### src/rtl/rf2p_banked_pkg.sv
// Shared types for the banked two-port register file: generation mode, FSM state and
// the elaboration-time parameter sanity check.
package RFCfg;

  typedef enum logic [1:0] {SIM, FPGA, SYN} GenMode;

  typedef enum logic [0:0] {RF_INIT, RF_READY} rf_state_e;

  // True when the geometry cannot be built (no channels or a single-word array).
  function automatic bit ErrorRF(int unsigned nch, int unsigned wordwd);
    return (nch < 1) || (wordwd < 2);
  endfunction

endpackage

### src/rtl/rf2p_bank.sv
// One channel of register-file storage: DWD wide, WORDWD deep, one write and one
// combinational read port. The owner registers the read data.
module rf2p_bank
  import RFCfg::*;
#(
  parameter int unsigned WORDWD   = 64,
  parameter int unsigned DWD      = 16,
  parameter GenMode      gen_mode = SIM
) (
  input  logic                      clk_i,
  input  logic                      we_i,
  input  logic [$clog2(WORDWD)-1:0] waddr_i,
  input  logic [DWD-1:0]            wdata_i,
  input  logic [$clog2(WORDWD)-1:0] raddr_i,
  output logic [DWD-1:0]            rdata_o
);

  localparam int unsigned AWD = $clog2(WORDWD);

  logic [DWD-1:0] mem [WORDWD];

  if (gen_mode == SYN) begin : gen_macro
    // Per-word enabled flops: the structure the RF macro flow maps onto.
    for (genvar w = 0; w < WORDWD; w++) begin : gen_word
      always_ff @(posedge clk_i) begin
        if (we_i && (waddr_i == AWD'(w))) begin
          mem[w] <= wdata_i;
        end
      end
    end
  end else begin : gen_behav
    always_ff @(posedge clk_i) begin
      if (we_i) begin
        mem[waddr_i] <= wdata_i;
      end
    end
  end

  assign rdata_o = mem[raddr_i];

endmodule

### src/rtl/rf2p_banked.sv
// NCH-channel two-port register file with per-channel write mask, registered read and a
// post-reset zeroing sweep. Define RF2P_BYPASS_EN for write-first same-address reads.
module rf2p_banked
  import RFCfg::*;
#(
  parameter int unsigned WORDWD   = 64,
  parameter int unsigned DWD      = 16,
  parameter int unsigned NCH      = 4,
  parameter GenMode      gen_mode = SIM
) (
  input  logic                          i_clk,
  input  logic                          i_rst_n,
  input  logic                          i_read,
  input  logic [$clog2(WORDWD)-1:0]     i_raddr,
  input  logic                          i_write,
  input  logic [$clog2(WORDWD)-1:0]     i_waddr,
  input  logic [NCH-1:0]                i_wmsk,
  input  logic [NCH-1:0][DWD-1:0]       i_wdata,
  output logic [NCH-1:0][DWD-1:0]       o_rdata,
  output logic                          o_rvalid,
  output logic                          o_ready
);

  localparam int unsigned    AWD      = $clog2(WORDWD);
  localparam logic [AWD:0]   Depth    = (AWD+1)'(WORDWD);
  localparam logic [AWD-1:0] LastAddr = AWD'(WORDWD - 1);

  if (ErrorRF(NCH, WORDWD)) begin : gen_cfg_err
    $error("rf2p_banked: NCH must be >= 1 and WORDWD >= 2");
  end

  rf_state_e                state_q, state_d;
  logic [AWD-1:0]           init_cnt_q;
  logic                     init_active, init_last;
  logic                     waddr_ok, raddr_ok, wr_acc, rd_acc;
  logic [AWD-1:0]           bank_waddr;
  logic [NCH-1:0]           bank_we;
  logic [NCH-1:0][DWD-1:0]  bank_wdata, bank_rdata, rd_word;
  logic [NCH-1:0][DWD-1:0]  rdata_q;
  logic                     rvalid_q;

  // FSM: state register, next state, outputs.
  always_ff @(posedge i_clk or negedge i_rst_n) begin
    if (!i_rst_n) begin
      state_q <= RF_INIT;
    end else begin
      state_q <= state_d;
    end
  end

  always_comb begin
    state_d = state_q;
    unique case (state_q)
      RF_INIT:  if (init_last) state_d = RF_READY;
      RF_READY: state_d = RF_READY;
    endcase
  end

  always_comb begin
    init_active = 1'b0;
    o_ready     = 1'b0;
    unique case (state_q)
      RF_INIT:  init_active = 1'b1;
      RF_READY: o_ready     = 1'b1;
    endcase
  end

  assign init_last = (init_cnt_q == LastAddr);

  always_ff @(posedge i_clk or negedge i_rst_n) begin
    if (!i_rst_n) begin
      init_cnt_q <= '0;
    end else if (init_active) begin
      init_cnt_q <= init_cnt_q + AWD'(1);
    end
  end

  assign waddr_ok = ({1'b0, i_waddr} < Depth);
  assign raddr_ok = ({1'b0, i_raddr} < Depth);
  assign wr_acc   = i_write & o_ready & waddr_ok;
  assign rd_acc   = i_read & o_ready;

  // The sweep owns the write port until every word has been zeroed.
  always_comb begin
    bank_waddr = init_active ? init_cnt_q : i_waddr;
    for (int unsigned c = 0; c < NCH; c++) begin
      bank_we[c]    = init_active | (wr_acc & i_wmsk[c]);
      bank_wdata[c] = init_active ? '0 : i_wdata[c];
    end
  end

  for (genvar c = 0; c < NCH; c++) begin : gen_bank
    rf2p_bank #(
      .WORDWD   (WORDWD),
      .DWD      (DWD),
      .gen_mode (gen_mode)
    ) u_bank (
      .clk_i   (i_clk),
      .we_i    (bank_we[c]),
      .waddr_i (bank_waddr),
      .wdata_i (bank_wdata[c]),
      .raddr_i (i_raddr),
      .rdata_o (bank_rdata[c])
    );
  end

`ifdef RF2P_BYPASS_EN
  logic collide;
  assign collide = wr_acc & (i_raddr == i_waddr);

  always_comb begin
    for (int unsigned c = 0; c < NCH; c++) begin
      rd_word[c] = (collide & i_wmsk[c]) ? i_wdata[c] : bank_rdata[c];
    end
  end
`else
  // Array is read before the edge commits the write, so collisions are read-first.
  assign rd_word = bank_rdata;
`endif

  always_ff @(posedge i_clk or negedge i_rst_n) begin
    if (!i_rst_n) begin
      rdata_q  <= '0;
      rvalid_q <= 1'b0;
    end else begin
      rvalid_q <= rd_acc;
      if (rd_acc) begin
        rdata_q <= raddr_ok ? rd_word : '0;
      end
    end
  end

  assign o_rdata  = rdata_q;
  assign o_rvalid = rvalid_q;

endmodule

### config.mk
export PLATFORM = sky130hd
export DESIGN_NAME = rf2p_banked
export DESIGN_NICKNAME = d
export VERILOG_FILES = /design/src/rtl/rf2p_banked_pkg.sv /design/src/rtl/rf2p_bank.sv /design/src/rtl/rf2p_banked.sv
export SDC_FILE = /design/constraint.sdc
export NUM_CORES = 2
export LEC_CHECK = 0
export CAP_MARGIN = 20
export CORE_MARGIN = 2
export CORE_UTILIZATION = 35
export CTS_CLUSTER_SIZE = 10
export DETAILED_ROUTE_END_ITERATION = 8
export HOLD_SLACK_MARGIN = 0.1
export PLACE_DENSITY = 0.45
export SYNTH_ARGS = -nofsm -noshare
export SYNTH_HDL_FRONTEND = slang
export SYNTH_SLANG_ARGS = --single-unit
### constraint.sdc
create_clock -name i_clk -period 3.4 [get_ports i_clk]
set_input_delay 0.34 -clock i_clk [delete_from_list [all_inputs] [get_ports i_clk]]
set_output_delay 0.34 -clock i_clk [all_outputs]
set_load 0.01 [all_outputs]
-- Word level (Yosys, flattened, before mapping)
Memory sizes are Yosys's and may differ from the RTL's. A register that Yosys moved wholly into a read port is not among the register bits.
Index checks and enable logic that the tools add are counted.
- RAM bits: 4096
- output and inout port bits: 66
- register bits after elaboration: 8
- memories: 4
- logic and storage cells: 41
- input bits: 84
- muxes and demuxes: 17
- bitwise logic cells: 11
- reduce and logical (&&, ||, !) cells: 4
- eq/ne operators: 1
- $add $sub $neg: 1
- memories (memory ; words ; bits a word ; read ports ; clocked after memory_dff ; write ports ; line ; source):
    gen_bank[0].u_bank.mem ; 64 ; 16 ; 1 ; 1 ; 1 ; rf2p_bank.sv:20 ; logic [DWD-1:0] mem [WORDWD];
    gen_bank[1].u_bank.mem ; 64 ; 16 ; 1 ; 1 ; 1 ; rf2p_bank.sv:20 ;
    gen_bank[2].u_bank.mem ; 64 ; 16 ; 1 ; 1 ; 1 ; rf2p_bank.sv:20 ;
    gen_bank[3].u_bank.mem ; 64 ; 16 ; 1 ; 1 ; 1 ; rf2p_bank.sv:20 ;
- operators with widths (operator ; number):
    16-bit 2-to-1 mux ; 4
    1-bit 2-to-1 mux ; 11
    6-bit by 1-bit adder with 6-bit output (second input constant) ; 1
    1-bit bitwise AND ; 6
    6-bit == test (second input constant) ; 1
    6-bit 2-to-1 mux ; 1
    1-bit logical NOT ; 4
    1-bit bitwise OR ; 4
    1-bit case mux with 2 select lines ; 1
    1-bit NOT ; 1

-- Longest topological paths before layout
- word-level depth: 6
- depth in mapped cells: 11
- gate-level depth less buffers: 6

-- Hierarchy
Synthesis repeated with hierarchy kept, for this count alone.
- cells, all modules: 7498
- area, all modules: 162325.7 µm²
- modules (own cells, without submodules) (module ; area each (µm²) ; instances ; cells an instance):
    rf2p_bank ; 39721.8 ; 4 ; 1813
    rf2p_banked ; 3438.3 ; 1 ; 246

-- Worst setup path before layout
No wires, ideal clock.
- path type: reg-to-reg
- from: register state_q
- to: memory gen_bank[2].u_bank.mem[0][0] (data pin)
- setup slack: 0.509 ns
- cell stages (with the launch flop): 7
- arrival: 2.524 ns
- library setup time: 0.367 ns
- cell sequence: dfrtp_1 clkbuf_1 buf_2 clkbuf_1 clkbuf_1 clkbuf_1 and2_1
- RTL lines (element ; line ; source):
    start: declaration ; rf2p_banked.sv:32 ; rf_state_e state_q, state_d;
    start signal: assignment ; rf2p_banked.sv:47 ; state_q <= state_d;
    end: declaration ; rf2p_bank.sv:20 ;

-- Final worst setup path
- from: register state_q
- to: memory gen_bank[2].u_bank.mem[59][5], enable pin
- word-level cells in the longest chain between the ends: 6
- elaborated cells between the ends (all ways): 8
- classes of those cells: mux (5); bitwise (3)
- RTL lines (element ; line ; source):
    1-bit 2-to-1 mux ; rf2p_banked.sv:62 ; unique case (state_q)
    1-bit bitwise AND ; rf2p_banked.sv:80 ; assign wr_acc = i_write & o_ready & waddr_ok;
    1-bit bitwise AND ; rf2p_banked.sv:87 ; bank_we[c] = init_active | (wr_acc & i_wmsk[c]);
    1-bit bitwise OR ; rf2p_banked.sv:87 ;
    1-bit 2-to-1 mux ; rf2p_bank.sv:33 ; if (we_i) begin
    1-bit 2-to-1 mux (implied by the code) ; rf2p_bank.sv:34 ; mem[waddr_i] <= wdata_i;
Parallel ways exist; a longest one is shown, timed or not.

==> run summary <==
M3 GR Usage - 2.51%
clock share of power - 44.0%
Critical R2R Launch - state_q
crit end category - register
Min Clock Period, post-route - 3.19 ns
synth cell count leaders - edfxtp_1 (4096), mux4_2 (768), mux2i_1 (581)
dpl ws - -0.213 ns
endpoints failing setup - 0
FF+latch count, synth - 4168
reg2reg end - gen_bank[2].u_bank.mem[59][5]
P&R area growth vs syn - 18.8%
Seq/Total Area, Yosys - 78.4%
Port-buffer cells - 149
crit path launch type - register
largest area contributor in the netlist - edfxtp_1
root buf cell - clkbuf_16
GP Congestion - 0.782
Mapped Cells - 7488
Synth Cell Area - 159000 um^2
Die Y - 678 um
CTS Sinks - 4168
setup bufs post-CTS - 0
Die Width - 678 um
worst setup margin - 0.209 ns
io pins - 150
R2R cell count - 8
Final Max Slew Viols - 0
GR Util met1 - 25.6%
required time of the critical path - 4.08 ns
RSZ-0062 raised after global routing - false
worst clock skew - 0.0392 ns
final hold vios - 0
Max-cap violations - 0
grt ovf - 0
yosys warns - 0
maximum vdd drop - 0.429 mV
total track usage - 19.6%
Pre-Repair DR Iteration Count - 6
crit path cell chain - mux2i_1, nand2_1, nor2_1, buf_4, nand2_1, buf_4, nor2_2, buf_12
Synthesized Nets - 7573
Critical Path Fanout Max - 23
combinational group share of total power - 2.6%
Post-DRT Antenna Nets - 0
total power - 104 mW
met2 Usage GRT - 34.7%
crit path DAT - 3.87 ns
Worst-path clk slew - 0.06 ns
fin crit share - 93.9%
post-route design area - 189000 um^2
DR iter-0 viols - 6843
Routed WL per cell - 31.2 um
crit path max-delay cell type - dfrtp_4
Skew-Pair Late Insertion Delay - 1.01 ns
# nets final - 8475
vias in the first global route - 80952
leakage - 50.6 nW
TritonCTS buffer count - 468
Vias/cell - 5.31
core area - 453000 um^2
number of synthesized flops with an enable pin - 4096
layout cells sized above 1 - 25.3%
Post-DP HPWL - 286 mm
vias - 78055
Synth area leaders - edfxtp_1 (77%), mux4_2 (11%), mux2i_1 (3.7%)
slew margin rel. - 39.6%
Sw Ratio - 20.5%
fin util - 41.8%
max incr delay on CP - 0.71 ns
total internal power - 82.7 mW
FFs w/ async S/R, synth - 1.73%
Net Sw Power - 21.3 mW
WP depth - 8
min-delay worst type - in2reg
FMAX - 313 MHz
global routing's busiest layer - met2
Avg Cell Area, Syn - 21.3 um^2
Worst R2R Setup Slack - 0.21 ns
critical path type - reg2reg
DIE AREA - 460000 um^2
Max H-tree Level - 5
critical path's top delay family - simple AND/OR/NAND/NOR gates
DRC viols - 0
WP buf/inv - 3
clk buf depth - 4
Total Wirelength - 458 mm
row count - 247
CP endpoint - gen_bank[2].u_bank.mem[59][5]
Synth cell types - 38
Synth top area share - 77.3%
count leader, synth - edfxtp_1
initial antenna violation count - 22
status - finished, final reports clean
crit path from - state_q
largest net degree at the start of global routing - 72
Synth Flop Type - edfxtp_1
initial core utilization - 35.2%
CTS tree - done
PwrDens - 550 nW/um^2
first-pass GRT wire length - 640 mm
pin slew with the least headroom to its limit - 0.906 ns
Seq pwr share - 53.4%
DP Area - 175000 um^2
hold slack - 0.207 ns
worst register-to-register path, cell delays in order (launching register included):
cell and delay, ns:
dfrtp_4 0.71, mux2i_1 0.48, nand2_1 0.14, nor2_1 0.45, buf_4 0.26, nand2_1 0.07, buf_4 0.26, nor2_2 0.28
buf_12 0.21
metrics by stage:
stage                     cells  TNS (ns)
after floorplan            7488         0
after global placement    13892    -0.369
after detailed placement  13892    -0.646
after CTS                 14689         0
after global routing      14690         0
final                     14701         0
kinds of logic (layout without fill, tap and decap cells):
kind of cell | Yosys count | after routing | synth area share [%]
muxes | 1356 | 1356 | 14.6
buffers and inverters | 439 | 1664 | 1.32
other | 0 | 12 | 0
xor gates and xnor gates | 5 | 5 | 0.0275
adders and majority gates | 1 | 1 | 0.00786
AOI/OAI and AO/OA | 706 | 706 | 3.23
and+or+nand+nor | 813 | 813 | 2.45
DFF | 4168 | 4168 | 78.4
cells in the final DEF (no fill, tap or decap), types with 7 or more instances in the layout:
cell type / instances
and2_2: 64
nand4_1: 64
clkbuf_16: 475
nor2_2: 98
clkinv_2: 8
mux2_2: 7
nor2_1: 176
clkdlybuf4s50_1: 145
clkbuf_8: 17
buf_12: 283
a211oi_1: 126
a21oi_1: 65
clkinv_8: 7
o22ai_1: 128
clkbuf_1: 265
mux2i_1: 581
diode_2: 12
buf_4: 433
a22oi_1: 320
nand2_2: 7
or3_1: 63
mux4_2: 768
nand3_1: 130
a221o_1: 64
clkinv_1: 7
dfrtp_1: 71
edfxtp_1: 4096
nand2_1: 125
and2_1: 63
worst min path at each step:
stage | start | to | slack, ns | cells after the start
after floorplan | i_rst_n | init_cnt_q[0] | 0.04 | 0
after global placement | i_rst_n | o_rvalid | 0.39 | 1
after detailed placement | i_rst_n | o_rvalid | 0.39 | 1
after CTS | i_wdata[24] | gen_bank[1].u_bank.mem[42][8] | 0.13 | 2
after global routing | i_wdata[24] | gen_bank[1].u_bank.mem[42][8] | 0.17 | 2
final | i_wdata[24] | gen_bank[1].u_bank.mem[42][8] | 0.21 | 2
metal layers:
| layer | wire length [um] | part of all wire (%) |
|---|---|---|
| met5 | 12 | 0.0026 |
| met4 | 10400 | 2.3 |
| met3 | 19400 | 4.2 |
| met2 | 239000 | 52 |
| met1 | 190000 | 41 |
flip-flops by register name, indices dropped and copies added (netlist names):
signal / count
o_rvalid: 1
o_rdata: 64
init_cnt_q: 6
gen_bank.u_bank.mem: 4096
state_q: 1
repair_timing:
action / CTS / global route
endpoints found under the setup margin: 0 / 70
endpoints found under the hold margin: 73 / 0
hold buffers: 4 / 0
resized for setup: 0 / 1
power groups by stage:
stage | sequential [mW] | clock [mW] | combinational [mW]
2_1_floorplan | 56.6 | 0 | 1.51
3_3_place_gp | 56.6 | 0 | 2.77
3_5_place_dp | 56.6 | 0 | 2.77
4_1_cts | 55.6 | 46.9 | 2.79
5_1_grt | 55.5 | 48.9 | 2.86
6_report | 55.6 | 45.8 | 2.71
cell type report:
class	instances	area, um^2
antenna	12	30.0
clock buffer	757	13100
clock inverter	36	444
fill	39374	264000
inverter	2	15.0
multi-input combinational	2881	32700
sequential	4168	125000
tap	5976	7480
timing repair buffer	869	10500
No activity file was read; power rests on OpenSTA's default activity.
